===== src/rtl/instruction_fetch.sv =====
// instruction_fetch: fetch stage for the single-issue MIPS datapath.
// Owns the PC, issues one word read at a time over a req/ack handshake,
// and holds the returned instruction (with its PC) until the decoder's
// consumer accepts it. The next PC is chosen in the accept cycle from
// the decode results fed back for the held instruction.
//
// Optional feature macro: FETCH_ALIGN_CHECK_EN
//   defined   -> a misaligned next PC is loaded as-is and the stage
//                parks in FAULT with a sticky fault flag.
//   undefined -> next PC low bits are cleared; fault is tied low.

module instruction_fetch #(
  parameter logic [31:0] RESET_PC = 32'h0000_0000
) (
  input  logic        clk,
  input  logic        rst_n,
  // instruction memory
  output logic        imem_req,
  output logic [31:0] imem_addr,
  input  logic        imem_ack,
  input  logic [31:0] imem_rdata,
  // to decoder
  output logic [31:0] instr,
  output logic [31:0] pc,
  output logic        instr_valid,
  input  logic        instr_ready,
  // decode feedback for the held instruction
  input  logic        jump,
  input  logic        jumpLink,
  input  logic        jumpReg,
  input  logic        branchatall,
  input  logic        bne,
  input  logic        zero,
  input  logic [15:0] imm,
  input  logic [31:0] addr,
  input  logic [31:0] reg_rs,
  // status
  output logic [31:0] fetch_count,
  output logic        fault
);

  typedef enum logic [1:0] {
    IDLE  = 2'd0,
    FETCH = 2'd1,
    HOLD  = 2'd2,
    FAULT = 2'd3
  } state_e;

  state_e      state_q, state_d;
  logic [31:0] pc_q, pc_d;
  logic [31:0] instr_q, instr_d;
  logic [31:0] fetch_count_q, fetch_count_d;
  logic        imem_req_q, imem_req_d;
  logic        instr_valid_q, instr_valid_d;

`ifdef FETCH_ALIGN_CHECK_EN
  logic        fault_q, fault_d;
  logic        misaligned;
`endif

  logic        transfer;
  logic        branch_taken;
  logic [31:0] pc_plus4;
  logic [31:0] branch_offset;
  logic [31:0] branch_target;
  logic [31:0] target_raw;
  logic [31:0] next_pc;

  // The held instruction leaves only when both sides agree.
  assign transfer = instr_valid_q & instr_ready;

  // Next-PC selection: register jump beats absolute jump beats branch.
  always_comb begin
    pc_plus4      = pc_q + 32'd4;
    branch_offset = {{14{imm[15]}}, imm, 2'b00};
    branch_target = pc_plus4 + branch_offset;
    branch_taken  = branchatall & (zero ^ bne);
    target_raw    = pc_plus4;
    if (jumpReg) begin
      target_raw = reg_rs;
    end else if (jump | jumpLink) begin
      target_raw = addr;
    end else if (branch_taken) begin
      target_raw = branch_target;
    end
`ifdef FETCH_ALIGN_CHECK_EN
    // Keep the raw target so a fault shows exactly where control went.
    next_pc    = target_raw;
    misaligned = |target_raw[1:0];
`else
    // Without checking, force word alignment so fetch never wanders.
    next_pc    = target_raw & 32'hFFFF_FFFC;
`endif
  end

  // Fetch sequencing: next-state and next-register values.
  always_comb begin
    state_d       = state_q;
    pc_d          = pc_q;
    instr_d       = instr_q;
    fetch_count_d = fetch_count_q;
    imem_req_d    = imem_req_q;
    instr_valid_d = instr_valid_q;
`ifdef FETCH_ALIGN_CHECK_EN
    fault_d       = fault_q;
`endif
    case (state_q)
      IDLE: begin
        // One quiet cycle after reset, then start the first read.
        state_d    = FETCH;
        imem_req_d = 1'b1;
      end
      FETCH: begin
        // Request stays up with a stable address until memory answers.
        if (imem_ack) begin
          instr_d       = imem_rdata;
          imem_req_d    = 1'b0;
          instr_valid_d = 1'b1;
          state_d       = HOLD;
        end
      end
      HOLD: begin
        if (transfer) begin
          pc_d          = next_pc;
          fetch_count_d = fetch_count_q + 32'd1;
          instr_valid_d = 1'b0;
`ifdef FETCH_ALIGN_CHECK_EN
          if (misaligned) begin
            imem_req_d = 1'b0;
            fault_d    = 1'b1;
            state_d    = FAULT;
          end else begin
            imem_req_d = 1'b1;
            state_d    = FETCH;
          end
`else
          imem_req_d    = 1'b1;
          state_d       = FETCH;
`endif
        end
      end
      FAULT: begin
        // Parked until reset; nothing is requested or presented.
        imem_req_d    = 1'b0;
        instr_valid_d = 1'b0;
      end
      default: begin
        state_d       = IDLE;
        imem_req_d    = 1'b0;
        instr_valid_d = 1'b0;
      end
    endcase
  end

  // State and datapath registers; reset takes effect immediately.
  always_ff @(posedge clk or negedge rst_n) begin
    if (!rst_n) begin
      state_q       <= IDLE;
      pc_q          <= RESET_PC;
      instr_q       <= 32'h0000_0000;
      fetch_count_q <= 32'h0000_0000;
      imem_req_q    <= 1'b0;
      instr_valid_q <= 1'b0;
`ifdef FETCH_ALIGN_CHECK_EN
      fault_q       <= 1'b0;
`endif
    end else begin
      state_q       <= state_d;
      pc_q          <= pc_d;
      instr_q       <= instr_d;
      fetch_count_q <= fetch_count_d;
      imem_req_q    <= imem_req_d;
      instr_valid_q <= instr_valid_d;
`ifdef FETCH_ALIGN_CHECK_EN
      fault_q       <= fault_d;
`endif
    end
  end

  // Every output comes straight from a register.
  assign imem_req    = imem_req_q;
  assign imem_addr   = pc_q;
  assign pc          = pc_q;
  assign instr       = instr_q;
  assign instr_valid = instr_valid_q;
  assign fetch_count = fetch_count_q;
`ifdef FETCH_ALIGN_CHECK_EN
  assign fault       = fault_q;
`else
  assign fault       = 1'b0;
`endif

endmodule


===== config.mk =====
export PLATFORM = sky130hd
export DESIGN_NAME = instruction_fetch
export DESIGN_NICKNAME = d
export VERILOG_FILES = /design/src/rtl/instruction_fetch.sv
export SDC_FILE = /design/constraint.sdc
export NUM_CORES = 1
export LEC_CHECK = 0
export BUFFER_PORTS_ARGS = -buffer_cell sky130_fd_sc_hd__buf_2
export CAP_MARGIN = 20
export CORE_MARGIN = 5
export CORE_UTILIZATION = 51
export CTS_CLUSTER_SIZE = 16
export DETAILED_ROUTE_END_ITERATION = 6
export GPL_ROUTABILITY_DRIVEN = 1
export HOLD_SLACK_MARGIN = 0.1
export PLACE_DENSITY = 0.82
export SLEW_MARGIN = 30
export SYNTH_ARGS = -nofsm -noshare
export SYNTH_HDL_FRONTEND = slang
export SYNTH_SLANG_ARGS = --single-unit
export TNS_END_PERCENT = 5

===== constraint.sdc =====
create_clock -name clk -period 3.9 [get_ports clk]
set_input_delay 0.195 -clock clk [delete_from_list [all_inputs] [get_ports clk]]
set_output_delay 0.195 -clock clk [all_outputs]
set_load 0.02 [all_outputs]

==> summary.md <==
| Metric | Value |
|---|---|
| Status | `finished, final reports clean` |
| Hold Path Sink | `state_q[1]` |
| Pwr dens | `349.5 nW/um2` |
| RR Startpoint | `imem_addr[4]` |
| Hold Path Class | `input pin to register` |
| Critical R2R Capture | `imem_addr[23]` |
| Async SR Flop Fraction | `1.000` |
| IO Port Bufs | `243` |
| Die X-Extent | `127.2 um` |
| Detailed placement HPWL | `16.93 mm` |
| FF-to-FF setup slack | `0.1 ns` |
| Rel. slew slack | `0.4771` |
| Nets | `1222` |
| Leakage | `4.644 nW` |
| Peak VDD IR | `0.0002287 V` |
| Post-synth EDFFs | `0` |
| Ports | `253` |
| Number of synthesis warnings | `0` |
| Layout cells sized above 1 | `0.3396` |
| Root Driver | `clkbuf_16` |
| Design area | `9094 um2` |
| Clock buffer depth | `2` |
| ANT nets after route | `0` |
| Area delta synth->final | `29.92%` |
| Fin. max-slew vios | `0` |
| Via/cell ratio | `5.786` |
| Synth Cell Area | `6999 um2` |
| Post-Place Cells | `1189` |
| CP Class | `register to register` |
| WP data required | `4.14 ns` |
| Placed instance area | `8313 um2` |
| DRC | `0` |
| Setup Viol. Count Final | `0` |
| Clk Latency, worst-skew pair | `0.36 ns` |
| First-pass GRT wire length | `36.42 mm` |
| Arr. time, crit path | `4.05 ns` |
| Die area | `16170 um2` |
| Setup crit end kind | `register` |
| Max H-tree Level | `3` |
| Max-Cap Viols | `0` |
| Syn Area/Cell | `8.749 um2` |
| FP Rows | `42` |
| Starting Density | `0.5244` |
| Core area | `13350 um2` |
| Main flop type after synthesis | `dfrtp_1` |
| Yosys cell types | `63` |
| Commonest non-fill, non-tap cell in the layout | `buf_2` |
| Tmin final | `3.801 ns` |
| Crit path max fanout | `7` |
| Hold Path Cell Cnt | `3` |
| Clock buffer count from CTS | `9` |
| Seq/Total Area, Yosys | `0.3504` |
| Tot GR Track Use | `0.2821` |
| Skew final | `0.007635 ns` |
| Fmax | `0.2631 GHz` |
| Post-synthesis cell count | `800` |
| Total Power | `0.003178 W` |
| Worst slew pin tran | `0.7844 ns` |
| Hold Vio Cnt, Final | `0` |
| Die height | `127.2 um` |
| Placer's final routability congestion estimate | `0.9519` |
| Final period util | `0.9746` |
| Number of synthesized register bits | `98` |
| Vias in the first global route | `6823` |
| Initial DRT Pass Iterations | `5` |
| Via count | `7186` |
| Antenna violations before repair | `0` |
| Worst hold start | `imem_ack` |
| Clock Sinks | `98` |
| Avg WL per Cell | `18.91 um` |
| DRT iter0 DRCs | `650` |
| Reg2Reg Depth | `16` |
| Final WL | `23.49 mm` |
| Crit path launch type | `register` |
| Non-filler cells, final | `1242` |
| Overflow after GRT | `0` |
| Antenna Cells | `0` |
| TritonCTS clock tree | `built` |
| Pin count of the biggest net entering global routing | `68` |
| Most frequent cells in the layout | `buf_2, nand2_1, dfrtp_1` |
| Reg clk slew, reported paths | `0.07 ns` |
-- Yosys cell counts, types with 4 or more instances --
library cell,instances,area share
nand3_1,30,0.021
o21ai_0,52,0.037
mux2_2,32,0.051
o21a_1,4,0.0043
o211ai_1,8,0.0086
a211oi_1,4,0.0043
and4_1,4,0.0050
xnor2_1,53,0.066
nand4_1,15,0.013
nor2b_1,5,0.0045
a311oi_1,9,0.011
nor3_1,10,0.0072
buf_4,35,0.038
o21bai_1,5,0.0054
a21boi_0,5,0.0054
a21o_1,5,0.0054
and2_1,6,0.0054
clkbuf_1,25,0.013
and3_1,17,0.015
dfrtp_1,98,0.35
inv_1,18,0.0097
a31oi_1,7,0.0063
o22ai_1,4,0.0036
ha_1,38,0.068
nor2_1,67,0.036
xor2_1,30,0.038
nand2_1,106,0.057
a21oi_1,54,0.039
-- flip-flops by register name, summed over array words and instances (netlist names) --
name	flops
imem_req	1
state_q	2
imem_addr	30
instr	32
instr_valid	1
fetch_count	32
-- critical path, stage by stage, from the launching register on --
cell and delay [ns]:
dfrtp_2 0.42, and4_4 0.25, nand2_1 0.12, nor2_4 0.17, buf_4 0.16, nand2_1 0.10, xnor2_2 0.17, ha_1 0.35
nand2_1 0.11, a2111oi_2 0.32, o31ai_2 0.17, a31oi_1 0.30, o41ai_2 0.13, o21ai_0 0.26, xnor2_1 0.14, o21ai_0 0.15
a221o_1 0.35
-- per-stage QoR --
step	setup WS (ns)	util	setup TNS (ns)	hold WS, ns
floorplan	0.2813	-	0	-0.1006
finish	0.09923	0.6813	0	0.1233
CTS	0.002820	0.6695	0	0.1142
global placement	0.1451	0.6228	0	0.3513
global route	-0.04037	0.6813	-0.06213	0.1575
detailed placement	0.01368	0.6228	0	0.3570
-- routing by layer --
metal  track usage  wire length (um)
met2        0.4782             11240
met1        0.3746              9540
met5             0                 0
met3       0.03422              2080
met4       0.09842               636
-- cell families (layout without fill, tap and decap cells) --
family                     Yosys count  in the layout  synth area share
AOI/OAI and AO/OA                  185            185            0.1664
xor gates and xnor gates            83             83            0.1039
adders and majority gates           39             39           0.07079
buffers and inverters               82            344           0.06292
DFF                                 98             98            0.3504
muxes                               35             35           0.05756
other                                1              5         0.0005358
and+or+nand+nor                    277            277            0.1875
-- worst max-delay path by stage --
stage                 start       endpoint  cells past startpoint
2_1_floorplan  imem_addr[4]  imem_addr[23]                     16
3_3_place_gp   imem_addr[4]  imem_addr[23]                     14
3_5_place_dp   imem_addr[4]  imem_addr[31]                     16
4_1_cts        imem_addr[6]  imem_addr[31]                     16
5_1_grt        imem_addr[4]  imem_addr[31]                     16
6_report       imem_addr[4]  imem_addr[23]                     16
-- where the power goes --
| group | total (W) | switching (W) | internal, W |
|---|---|---|---|
| sequential | 0.00120 | 0.0000912 | 0.00111 |
| combinational | 0.00105 | 0.000624 | 0.000430 |
| clock | 0.000924 | 0.000421 | 0.000503 |
| total | 0.00318 | 0.00114 | 0.00204 |
-- final cells by class --
type / instances / area [um2]
fillers: 1104 / 4254
repair buffers: 310 / 1808
inverters: 18 / 67.56
well taps: 176 / 220.2
clock buffers: 9 / 225.2
flip-flops and latches: 98 / 2459
clock inverters: 7 / 76.32
multi-input cells: 624 / 4238
-- repair_timing --
item,4_1_cts,5_1_grt
endpoints found under the setup margin,2,6
resized for setup,1,24
endpoints found under the hold margin,97,1
hold buffers,32,1
buffers inserted,0,4
pin swaps,0,5
Power figures use the tool's default switching activity.
